--- config.mk ---
export PLATFORM = sky130hd
export DESIGN_NAME = if_fetch_unit
export DESIGN_NICKNAME = d
export VERILOG_FILES = /design/src/rtl/cpu554_pkg.sv /design/src/rtl/fetch_perf_cnt.sv /design/src/rtl/if_fetch_unit.sv
export SDC_FILE = /design/constraint.sdc
export NUM_CORES = 1
export LEC_CHECK = 0
export BUFFER_PORTS_ARGS = -buffer_cell sky130_fd_sc_hd__buf_4
export CAP_MARGIN = 10
export CORE_ASPECT_RATIO = 2
export CORE_MARGIN = 1
export CORE_UTILIZATION = 48
export DETAILED_ROUTE_END_ITERATION = 8
export GPL_ROUTABILITY_DRIVEN = 0
export PLACE_DENSITY = 0.78
export REMOVE_ABC_BUFFERS = 1
export SYNTH_ARGS = -nofsm -noshare
export SYNTH_HDL_FRONTEND = slang
export SYNTH_SLANG_ARGS = --single-unit
--- constraint.sdc ---
create_clock -name clk -period 2.3 [get_ports clk]
set_input_delay 0.46 -clock clk [delete_from_list [all_inputs] [get_ports clk]]
set_output_delay 0.46 -clock clk [all_outputs]
set_load 0.005 [all_outputs]
--- src/rtl/cpu554_pkg.sv ---
// rtl/cpu554_pkg.sv - shared types and constants for the 554 CPU fetch stage
package cpu554_pkg;

  localparam int PC_W = 32;

  // Instruction value that the IF/ID register also resets to; presented as a bubble.
  localparam logic [31:0] NOP_INSTR = 32'h0000_0000;

  typedef enum logic [1:0] {
    FETCH = 2'd0,
    WAIT  = 2'd1,
    HOLD  = 2'd2,
    DROP  = 2'd3
  } fetch_state_t;

  // Instructions are word aligned, so the low two bits of any target are ignored.
  function automatic logic [PC_W-1:0] align_pc(input logic [PC_W-1:0] addr);
    return {addr[PC_W-1:2], 2'b00};
  endfunction

endpackage

--- src/rtl/fetch_perf_cnt.sv ---
// rtl/fetch_perf_cnt.sv - delivered-instruction and wait-cycle counters for the fetch stage
module fetch_perf_cnt
  import cpu554_pkg::*;
(
  input  logic            clk,
  input  logic            rst_n,
  input  logic            deliver,
  input  logic            wait_cycle,
  output logic [PC_W-1:0] fetch_cnt,
  output logic [PC_W-1:0] wait_cnt
);

  // Both counters free-run and wrap; they only move on their qualifying events.
  always_ff @(posedge clk or negedge rst_n) begin
    if (!rst_n) begin
      fetch_cnt <= '0;
      wait_cnt  <= '0;
    end else begin
      if (deliver)
        fetch_cnt <= fetch_cnt + 1'b1;
      if (wait_cycle)
        wait_cnt <= wait_cnt + 1'b1;
    end
  end

endmodule

--- src/rtl/if_fetch_unit.sv ---
// rtl/if_fetch_unit.sv - instruction fetch stage (optional counters under IF_PERF_CNT_EN)
module if_fetch_unit
  import cpu554_pkg::*;
#(
  parameter logic [31:0] RESET_PC = 32'h0000_0000,
  parameter logic [31:0] PC_INC   = 32'd4
) (
  input  logic        clk,
  input  logic        rst_n,
  input  logic        stall,
  input  logic        redirect,
  input  logic [31:0] redirect_pc,
  output logic        imem_req,
  output logic [31:0] imem_addr,
  input  logic [31:0] imem_rdata,
  input  logic        imem_rvalid,
  output logic [31:0] instruction_out,
  output logic [31:0] pc_out,
  output logic        if_bubble
`ifdef IF_PERF_CNT_EN
  ,
  output logic [31:0] perf_fetch_cnt,
  output logic [31:0] perf_wait_cnt
`endif
);

  fetch_state_t    state;
  logic [PC_W-1:0] pc;
  logic [31:0]     instr_buf;

  // Fetch FSM: one outstanding read; redirect beats stall and rvalid in every state.
  always_ff @(posedge clk or negedge rst_n) begin
    if (!rst_n) begin
      state     <= FETCH;
      pc        <= RESET_PC;
      instr_buf <= NOP_INSTR;
    end else begin
      case (state)
        FETCH: begin
          if (redirect) begin
            // The read to the old pc is already out; its response must be swallowed.
            pc    <= align_pc(redirect_pc);
            state <= DROP;
          end else begin
            state <= WAIT;
          end
        end
        WAIT: begin
          if (redirect) begin
            pc    <= align_pc(redirect_pc);
            state <= imem_rvalid ? FETCH : DROP;
          end else if (imem_rvalid && !stall) begin
            pc    <= pc + PC_INC;
            state <= FETCH;
          end else if (imem_rvalid) begin
            instr_buf <= imem_rdata;
            state     <= HOLD;
          end
        end
        HOLD: begin
          if (redirect) begin
            pc    <= align_pc(redirect_pc);
            state <= FETCH;
          end else if (!stall) begin
            pc    <= pc + PC_INC;
            state <= FETCH;
          end
        end
        DROP: begin
          if (redirect)
            pc <= align_pc(redirect_pc);
          if (imem_rvalid)
            state <= FETCH;
        end
        default: state <= FETCH;
      endcase
    end
  end

  // Request only from FETCH, and never while reset is held.
  always_comb begin
    imem_req  = rst_n && (state == FETCH);
    imem_addr = pc;
    pc_out    = pc;
  end

  // Present real data only when it is being handed over; everything else is a bubble.
  always_comb begin
    instruction_out = NOP_INSTR;
    if_bubble       = 1'b1;
    if (!redirect) begin
      case (state)
        WAIT: begin
          if (imem_rvalid) begin
            instruction_out = imem_rdata;
            if_bubble       = 1'b0;
          end
        end
        HOLD: begin
          instruction_out = instr_buf;
          if_bubble       = 1'b0;
        end
        default: ;
      endcase
    end
  end

`ifdef IF_PERF_CNT_EN
  logic deliver;
  logic wait_cycle;

  // A delivery is an instruction accepted by IF/ID; waiting is WAIT/DROP time without one.
  always_comb begin
    deliver    = !redirect && !stall &&
                 (((state == WAIT) && imem_rvalid) || (state == HOLD));
    wait_cycle = ((state == WAIT) || (state == DROP)) && !deliver;
  end

  fetch_perf_cnt u_perf (
    .clk        (clk),
    .rst_n      (rst_n),
    .deliver    (deliver),
    .wait_cycle (wait_cycle),
    .fetch_cnt  (perf_fetch_cnt),
    .wait_cnt   (perf_wait_cnt)
  );
`endif

endmodule

==> metrics.yaml, run 1 <==
timing:
  finalHoldViolCount: 0
  rsz0062_at_grt: "true"
  period_minus_slack_ns: 2.25
  setup_ws_ns: 0.0524
  finalCritPeriodShare_pct: 97.7
  tightest_slew_ns: 0.826
  hold_slack_ns: 0.335
  finalSetupViolations: 0
  relSlewSlack_pct: 44.9
  drv_slew: 0
  clock.fmax_ghz: 0.445
  clock_skew_ns: 0.00482
power_and_ir_drop:
  switchingPower_mw: 2.36
  ir_worst_vdd_uv: 784
  switching_share_pct: 36.1
  clockPowerShare_pct: 21.6
  comb_power_share_pct: 46.5
  p_int_mw: 4.18
  p_per_area_nw_per_um2: 1190
  leakage_nw: 2.49
  pwr-share-seq_pct: 31.9
global_route:
  grt_overflow_total: 0
  grt.total_usage_pct: 26.6
  grt_max_degree: 65
  grt_pass1_wl_um: 17100
  grt_pass1_vias: 3659
  antenna_found_initial: 0
final_layout:
  final_util_pct: 69.9
  area_growth_pct: 41.7
  n_antenna_cell: 0
  drive_gt1_share_pct: 44.2
  final_cells: 661
  seq_area_um2: 1600
  nFillCells: 626
  nNetsFinal: 635
  multi_input_comb_area_um2: 1980
setup_path:
  cp_slowest_stage_delay_ns: 0.45
  crit_slowest_cell: "dfrtp_2"
  path_max_fanout: 13
  end_kind: "primary output"
  cp-start-kind: "register"
  worstPathArrival_ns: 1.79
  crit_type: "register to primary output"
  crit_chain: "ha_4 > and2_4 > bufbuf_16 > a22oi_2 > nor2_1 > buf_4"
  cp.required_ns: 1.84
synthesis:
  synthSimpleGateAreaFrac_pct: 17.9
  ys_types: 45
  synth_top_family_by_area: "simple AND/OR/NAND/NOR gates"
  synthArstFlopShare_pct: 100
  synthesis.instances: 422
  synth_edf_count: 0
  avgSynthCellArea_um2: 9.22
  synth_xor_area_share_pct: 2.70
  synth_top_area_cell: "dfrtp_1"
  synth_mux_area_share_pct: 9.55
  yosysSeqAreaShare_pct: 41.2
  syn-cell-area_um2: 3890
  synthAdderAreaFrac_pct: 1.93
  synthTopCellsByArea: "dfrtp_1 41%, mux2_2 9.6%, buf_4 6.6%"
  ys_ff_latch: 64
  yosys-top-cells-count: "64 x dfrtp_1, 48 x nor2_1, 34 x buf_4, 34 x nand2_1, 33 x mux2_2"
  yosys_warnings: 0
  yosysTopAreaCellShare_pct: 41.2
  synthFlopType: "dfrtp_1"
  synth-compound-area-share_pct: 17.1
  yosysMostFrequentCell: "dfrtp_1"
clock_tree:
  htree_num_levels: 3
  clk_latency_ns: 0.32
  cts_buffers: 9
  path_clk_slew_ns: 0.05
  cts_tree: "yes"
  clk_path_buf_depth: 2
  cts.sinks: 64
  clockRootBuffer: "clkbuf_16"
floorplanning:
  rows: 46
  die_h_um: 129
  core_um2: 7890
  die_x_um: 65.7
  dieArea_um2: 8490
  start_util_pct: 49.3
  ios: 167
placed_design:
  dp.cells: 640
  dpl_worst_slack_ns: 0.195
  dp_hpwl_um: 7980
  portBuffers: 160
route:
  drtAntennaViolNets: 0
  drc_errors: 0
  wl_per_cell_um: 17.1
  via_per_inst: 5.73
  first_iter_violations: 212
  num_vias: 3785
  first_pass_iters: 4
  wirelength_um: 11300
job:
  maxCapViolations: 0
hold_path:
  hold_path_class: "input port to async pin"
run_status:
  outcome: "finished, final reports clean"
placed cells by master, fill, tap and decap left out, types with 3 or more instances in the layout:
cell	synthesis	routed
o22ai_1	7	7
a2bb2oi_1	3	3
nor3_1	8	8
ha_1	6	3
o21ai_0	25	25
clkbuf_8	0	4
or2_2	3	3
buf_4	34	175
and3_1	4	4
conb_1	1	4
dfrtp_1	64	63
a311oi_1	3	3
inv_1	5	3
mux2_2	33	33
nand2_1	34	33
a211oi_1	5	5
nor2b_1	4	3
nand4_1	12	12
a21oi_1	18	18
a22oi_2	0	3
buf_12	0	5
xnor2_1	4	4
xor2_1	8	8
nand3_1	14	14
nor2_1	48	48
clkbuf_16	0	10
a22oi_1	32	29
final cells by class:
class | instances | area share (%)
inverters | 6 | 0.409
multi-input cells | 297 | 35.8
clock buffers | 14 | 5.15
repair buffers | 182 | 26.7
clock inverters | 2 | 0.636
flip-flops and latches | 64 | 29.1
well taps | 96 | 2.18
worst max-delay path: cells and delay by family (launching register included):
family	cells	cell delay, ns
AO/OA/AOI/OAI	1	0.16
flip-flops	1	0.45
adder cells (fa/ha/maj)	1	0.19
AND/OR/NAND/NOR	2	0.25
buffers and inverters	2	0.41
power by group through the flow:
stage | clock [mW] | sequential (mW) | combinational, mW
detailed placement | 0 | 2.07 | 2.79
global placement | 0 | 2.02 | 2.70
CTS | 1.45 | 2.05 | 2.87
global route | 1.48 | 2.15 | 3.32
finish | 1.41 | 2.08 | 3.04
floorplan | 0 | 1.99 | 1.42
timing repair:
item,in CTS,in global routing
buffers inserted,0,3
hold endpoints to repair,0,0
endpoints found under the setup margin,7,32
gates resized for setup,5,11
hold buffers,0,0
gates cloned,1,1
stage by stage:
stage	cell area, µm²	power, mW	setup TNS [ns]
global placement	5050	4.72	0
floorplan	3550	3.41	-17.00
detailed placement	5050	4.86	0
CTS	5410	6.37	0
global route	5510	6.95	-0.0416
finish	5510	6.54	0
registers in the layout (all words and copies together) (netlist names):
name and cells:
instr_buf 32, imem_addr 30, state 2
routing by layer:
metal  track usage, %  up-vias  wire length (µm)
li1                 -     1760                 -
met1             26.5     1825              3790
met2             49.4      173              6580
met3             5.46       27               651
met4             14.5        0               288
met5                0        -                 0
worst paths after layout:
path	startpoint	endpoint	slack, ns	depth (start not counted)
setup / recovery	state[0]$_DFFE_PN0P_	instruction_out[17]	0.05	6
hold / removal	rst_n	instr_buf[26]$_DFFE_PN0P_	0.34	2
setup reg to reg	state[1]$_DFFE_PN0P_	imem_addr[19]$_DFFE_PN0P_	0.30	7
hold reg to reg	instr_buf[19]$_DFFE_PN0P_	instr_buf[19]$_DFFE_PN0P_	0.51	1
max in group asynchronous	rst_n	state[0]$_DFFE_PN0P_	1.40	2
min in group clk	redirect_pc[28]	imem_addr[28]$_DFFE_PN0P_	0.34	3
cells by family after synthesis:
group,Yosys count
muxes,33
DFF,64
AOI/OAI and AO/OA,101
xor gates and xnor gates,12
and+or+nand+nor,141
other,1
buffers and inverters,64
adders and majority gates,6
Note: power is estimated with default switching activity, not from simulation.
==> inputs of run 2 (changes only) <==
--- a/config.mk
+++ b/config.mk
@@ -13,7 +13,6 @@
 export DETAILED_ROUTE_END_ITERATION = 8
 export GPL_ROUTABILITY_DRIVEN = 0
 export PLACE_DENSITY = 0.78
-export REMOVE_ABC_BUFFERS = 1
 export SYNTH_ARGS = -nofsm -noshare
 export SYNTH_HDL_FRONTEND = slang
 export SYNTH_SLANG_ARGS = --single-unit
==> metrics.yaml, run 2 (same netlist as run 1, synthesis figures left out) <==
setup_path:
  rr_endpoint: "imem_addr[10]$_DFFE_PN0P_"
  cp_slowest_stage_delay_ns: 0.44  # about the same
  cp.required_ns: 1.84  # about the same
  cp_top_family: "buffers and inverters"
  rrSetupSlack_ns: 0.25  # -0.05 ns
  end_kind: "primary output"
  reg2reg_depth: 7  # unchanged
  crit_type: "register to primary output"
  crit_buf_inv: 3  # +1
  r2r-start: "imem_addr[3]$_DFFE_PN0P_"
  cp-start-kind: "register"
  crit_chain: "inv_2 > ha_4 > buf_8 > a22oi_1 > nor2_1 > buf_4"
  path_max_fanout: 26  # +13
  crit_slowest_cell: "dfrtp_2"
  worstPathArrival_ns: 1.73  # -0.06 ns
clock_tree:
  htree_num_levels: 3  # unchanged
  clockRootBuffer: "clkbuf_16"
  clk_path_buf_depth: 2  # unchanged
  cts.sinks: 64  # unchanged
  cts_tree: "yes"
  clk_latency_ns: 0.33  # about the same
  path_clk_slew_ns: 0.05  # about the same
  cts_buffers: 9  # unchanged
  cts_hold_buf: 0  # unchanged
timing:
  finalSetupViolations: 0  # unchanged
  hold_slack_ns: 0.184  # -0.151 ns
  clock_skew_ns: 0.00568  # +0.000855 ns
  finalCritPeriodShare_pct: 95.3  # -2.4 points
  finalHoldViolCount: 0  # unchanged
  drv_slew: 0  # unchanged
  period_minus_slack_ns: 2.19  # -0.0562 ns
  relSlewSlack_pct: 63.6  # +19 points
  setup_ws_ns: 0.109  # +0.0562 ns
  clock.fmax_ghz: 0.456  # +2.6%
  rsz0062_at_grt: "false"
  setup-tns-final_ns: 0  # unchanged
  tightest_slew_ns: 0.541  # -0.285 ns
final_layout:
  nFillCells: 615  # -1.8%
  area_growth_pct: 40.0
  nNetsFinal: 633  # -0.31%
  layout_commonest_cell: "buf_4"
  largest_register_ffs: 32  # unchanged
  drive_gt1_share_pct: 43.0  # -1.3 points
  most-common-layout-cells: "175 x buf_4, 63 x dfrtp_1, 48 x nor2_1"
  final_area_um2: 5450  # -1.2%
  largest_register: "instr_buf"
  n_antenna_cell: 0  # unchanged
route:
  drc_errors: 0  # unchanged
  num_vias: 3773  # -0.32%
  first_pass_iters: 4  # unchanged
  via_per_inst: 5.73  # about the same
  drtAntennaViolNets: 0  # unchanged
  first_iter_violations: 333  # +57%
  wirelength_um: 11100  # -1.9%
  wl_per_cell_um: 16.8  # -1.6%
power_and_ir_drop:
  p_per_area_nw_per_um2: 1180  # -0.54%
  switching_share_pct: 36.1  # about the same
  ir_worst_vdd_uv: 676  # -14%
  leakage_nw: 2.46  # -1.3%
  p_int_mw: 4.11  # -1.7%
  comb_power_share_pct: 45.3  # -1.2 points
  clockPowerShare_pct: 22.6  # +1.0 points
  pwr-share-seq_pct: 32.1  # +0.2 points
  switchingPower_mw: 2.32  # -1.8%
global_route:
  grt_overflow_total: 0  # unchanged
  grt_pass1_vias: 3648  # -0.30%
  grt_max_degree: 38  # -42%
  grt_pass1_wl_um: 17300  # +1.0%
  grt.total_usage_pct: 26.8  # +0.22 points
  antenna_found_initial: 0  # unchanged
placed_design:
  dp_hpwl_um: 8020  # +0.48%
  portBuffers: 160  # unchanged
  dpl_worst_slack_ns: 0.168  # -0.0273 ns
  placed_cell_area_um2: 5030  # -0.40%
job:
  maxCapViolations: 0  # unchanged
floorplanning:
  dieArea_um2: 8490  # unchanged
  core_um2: 7890  # unchanged
  die_h_um: 129  # unchanged
  die_x_um: 65.7  # unchanged
  rows: 46  # unchanged
  start_util_pct: 49.3  # unchanged
  ios: 167  # unchanged
hold_path:
  hold_path_class: "input port to async pin"
run_status:
  outcome: "finished, final reports clean"
==> run 2: cell count changes in the layout (fill, tap and decap cells not counted) <==
cell	previous run	this run
a22oi_1	29	32
clkbuf_1	1	3
ha_2	1	0
clkbuf_8	4	1
ha_4	2	3
bufbuf_16	1	0
buf_12	5	3
nand2_1	33	34
buf_16	0	1
bufinv_16	1	2
clkbuf_16	10	9
a22oi_2	3	0
nand2_2	1	0
buf_8	0	1
==> run 2: timing repair <==
| item | in CTS | in global routing |
|---|---|---|
| buffers inserted | 2 | 1 |
| setup endpoints to repair | 26 | 32 |
| gates resized for setup | 8 | 5 |
| pin swaps | 0 | 1 |
| gates cloned | 1 | 0 |
==> run 2: power by group through the flow <==
stage	Combinational (mW)	Sequential (mW)	Clock (mW)
floorplan	1.74	1.96	0
global placement	2.65	2.02	0
detailed placement	2.74	2.07	0
CTS	2.86	2.05	1.47
global route	3.18	2.13	1.52
finish	2.91	2.06	1.45
==> run 2: metrics by stage <==
| step | std cells | util, % | total power, mW |
|---|---|---|---|
| detailed placement | 639 | 63.8 | 4.81 |
| global route | 659 | 69.1 | 6.83 |
| global placement | 639 | 63.8 | 4.67 |
| floorplan | 425 | - | 3.70 |
| finish | 659 | 69.1 | 6.42 |
| CTS | 658 | 68.7 | 6.38 |
==> run 2: final cells by class <==
cell class                 count  area, µm²  area share, %
multi-input combinational    297       1970           36.1
sequential                    64       1600           29.4
timing repair buffer         180       1420           26.0
clock buffer                  13        250           4.60
tap                           96        120           2.21
clock inverter                 3       65.1           1.19
inverter                       6       22.5          0.414
==> run 2: worst max-delay path by stage <==
stage | startpoint | to | cells after the start
after CTS | state[0]$_DFFE_PN0P_ | instruction_out[13] | 6
after global routing | state[0]$_DFFE_PN0P_ | instruction_out[20] | 6
final | state[0]$_DFFE_PN0P_ | instruction_out[13] | 6
after floorplan | state[1]$_DFFE_PN0P_ | instruction_out[10] | 7
after detailed placement | state[0]$_DFFE_PN0P_ | instruction_out[13] | 6
after global placement | state[0]$_DFFE_PN0P_ | instruction_out[28] | 6
==> run 2: routing by layer <==
layer,track usage [%],vias up,wire length [µm]
met2,49.2,168,6250
li1,-,1757,-
met5,0,-,0
met4,14.3,0,362
met1,27.5,1822,3860
met3,5.37,26,615
==> inputs of run 3 (changes only) <==
--- a/config.mk
+++ b/config.mk
@@ -9,10 +9,10 @@
 export CAP_MARGIN = 10
 export CORE_ASPECT_RATIO = 2
 export CORE_MARGIN = 1
-export CORE_UTILIZATION = 48
+export CORE_UTILIZATION = 52
 export DETAILED_ROUTE_END_ITERATION = 8
 export GPL_ROUTABILITY_DRIVEN = 0
-export PLACE_DENSITY = 0.78
+export PLACE_DENSITY = 0.84
 export SYNTH_ARGS = -nofsm -noshare
 export SYNTH_HDL_FRONTEND = slang
 export SYNTH_SLANG_ARGS = --single-unit
==> constraint.sdc (replaced) <==
create_clock -name clk -period 2.6 [get_ports clk]
set_input_delay 0.52 -clock clk [delete_from_list [all_inputs] [get_ports clk]]
set_output_delay 0.52 -clock clk [all_outputs]
set_load 0.005 [all_outputs]
==> metrics.yaml, run 3 (same netlist as run 1, synthesis figures left out) <==
power_and_ir_drop:
  p_int_mw: 3.37  # -18%
  switching_share_pct: 37.1  # +1.1 points
  clockPowerShare_pct: 22.1  # -0.5 points
  switchingPower_mw: 1.99  # -14%
  p_per_area_nw_per_um2: 1020  # -14%
  leakage_nw: 2.39  # -2.8%
  comb_power_share_pct: 43.8  # -1.5 points
  pwr-share-seq_pct: 34.1  # +2.0 points
  ir_worst_vdd_uv: 650  # -4.0%
route:
  first_pass_iters: 4  # unchanged
  num_vias: 3770  # -0.080%
  via_per_inst: 5.84  # +2.1%
  drc_errors: 0  # unchanged
  first_iter_violations: 267  # -20%
  wl_per_cell_um: 16.8  # about the same
  wirelength_um: 10800  # -2.2%
  drtAntennaViolNets: 0  # unchanged
global_route:
  gr-usage-met2_pct: 49.8  # +0.68 points
  grt_overflow_total: 0  # unchanged
  grt.total_usage_pct: 28.4  # +1.5 points
  use_met1_pct: 29.6  # +2.1 points
  use_met3_pct: 6.32  # +0.95 points
  grt_pass1_wl_um: 17600  # +1.7%
  grt_pass1_vias: 3779  # +3.6%
  grt_max_degree: 65  # +71%
  grt.busiest_layer: "met2"
  antenna_found_initial: 0  # unchanged
timing:
  rsz0062_at_grt: "false"
  period_minus_slack_ns: 2.49
  tightest_slew_ns: 0.841  # +0.300 ns
  finalHoldViolCount: 0  # unchanged
  clock.fmax_ghz: 0.401
  relSlewSlack_pct: 43.9  # -20 points
  hold_slack_ns: 0.404  # +0.220 ns
  finalSetupViolations: 0  # unchanged
  drv_slew: 0  # unchanged
  finalCritPeriodShare_pct: 95.8
  clock_skew_ns: 0.00517  # -0.000509 ns
  setup-tns-final_ns: 0  # unchanged
floorplanning:
  core_um2: 7270  # -7.8%
  dieArea_um2: 7850  # -7.5%
  start_util_pct: 53.5  # +4.2 points
  die_h_um: 124  # -3.9%
  die_x_um: 63.2  # -3.8%
  rows: 44  # -4.3%
  ios: 167  # unchanged
setup_path:
  cp_top_family: "buffers and inverters"
  crit_type: "register to primary output"
  rr_endpoint: "imem_addr[25]$_DFFE_PN0P_"
  crit_buf_inv: 3  # unchanged
  rrSetupSlack_ns: 0.41  # +0.16 ns
  r2r-start: "state[1]$_DFFE_PN0P_"
  crit_slowest_cell: "dfrtp_1"
  worstPathArrival_ns: 1.97  # +0.24 ns
  cp.required_ns: 2.08  # +0.24 ns
  reg2reg_depth: 8  # +1
  crit_chain: "inv_1 > ha_1 > nand2_1 > buf_12 > nor2_1 > buf_4"
  path_max_fanout: 32  # +23%
  cp_slowest_stage_delay_ns: 0.41  # -0.03 ns
  end_kind: "primary output"
  cp-start-kind: "register"
final_layout:
  final_util_pct: 72.4  # +3.3 points
  most-common-layout-cells: "169 x buf_4, 64 x dfrtp_1, 48 x nor2_1"
  area_growth_pct: 35.2
  nNetsFinal: 624  # -1.4%
  layout_commonest_cell: "buf_4"
  n_antenna_cell: 0  # unchanged
  largest_register_ffs: 32  # unchanged
  nFillCells: 555  # -9.8%
  largest_register: "instr_buf"
  drive_gt1_share_pct: 41.0  # -1.9 points
placed_design:
  portBuffers: 160  # unchanged
  dp_hpwl_um: 7740  # -3.5%
clock_tree:
  clk_latency_ns: 0.33  # about the same
  htree_num_levels: 3  # unchanged
  cts_tree: "yes"
  clockRootBuffer: "clkbuf_16"
  clk_path_buf_depth: 2  # unchanged
  path_clk_slew_ns: 0.05  # about the same
  cts_buffers: 9  # unchanged
  cts.sinks: 64  # unchanged
run_status:
  outcome: "finished, final reports clean"
hold_path:
  hp-start: "redirect_pc[23]"
  min_path_cells: 3
  hold_path_class: "input port to register"
  hold_end: "imem_addr[23]$_DFFE_PN0P_"
job:
  maxCapViolations: 0  # unchanged
==> run 3: repair_timing <==
item                                   CTS  global route
setup endpoints to repair                0            32
buffers inserted                         0             0
resized for setup                        0             2
endpoints found under the hold margin    0             0
hold buffers                             0             0
==> run 3: worst max-delay path by stage <==
stage,startpoint,endpoint,depth (start not counted)
6_report,state[0]$_DFFE_PN0P_,instruction_out[12],6
5_1_grt,state[0]$_DFFE_PN0P_,instruction_out[3],6
4_1_cts,state[1]$_DFFE_PN0P_,instruction_out[12],7
3_5_place_dp,state[1]$_DFFE_PN0P_,imem_addr[13]$_DFFE_PN0P_,8
3_3_place_gp,state[1]$_DFFE_PN0P_,imem_addr[13]$_DFFE_PN0P_,8
2_1_floorplan,state[1]$_DFFE_PN0P_,instruction_out[10],7
==> run 3: routing by layer <==
layer	share of wire, %	routed length [µm]
met5	0	0
met4	3.5	379
met3	6.6	720
met2	55	5940
met1	35	3810
==> run 3: through the flow <==
| stage | setup WS (ns) | instances | cell area [µm²] | power (mW) |
|---|---|---|---|---|
| finish | 0.109 | 645 | 5260 | 5.36 |
| floorplan | 0.583 | 425 | 3900 | 3.28 |
| CTS | 0.0813 | 645 | 5250 | 5.36 |
| global route | 0.00258 | 645 | 5260 | 5.69 |
| detailed placement | 0.434 | 630 | 4960 | 4.16 |
| global placement | 0.482 | 630 | 4960 | 4.06 |
==> run 3: worst register-to-register path: stages, from the launching register on <==
cell and delay [ns]:
dfrtp_1 0.39, inv_1 0.12, ha_1 0.26, nor2b_1 0.33, o2bb2ai_2 0.12, buf_4 0.21, and3_1 0.21, a311oi_1 0.30
a211oi_1 0.09
==> run 3: power by group through the flow <==
stage | logic [mW] | clock network (mW) | registers, mW
after detailed placement | 2.33 | 0 | 1.83
after global routing | 2.56 | 1.24 | 1.89
final | 2.35 | 1.18 | 1.83
after floorplan | 1.54 | 0 | 1.73
after global placement | 2.27 | 0 | 1.79
after CTS | 2.34 | 1.19 | 1.82
==> run 3: layout make-up <==
| type | count | area, µm² | share of cell area, % |
|---|---|---|---|
| inverter | 6 | 22.5 | 0.428 |
| sequential | 64 | 1600 | 30.5 |
| clock buffer | 11 | 243 | 4.62 |
| tap | 92 | 115 | 2.19 |
| timing repair buffer | 171 | 1300 | 24.8 |
| multi-input combinational | 297 | 1930 | 36.7 |
| clock inverter | 4 | 45.0 | 0.857 |
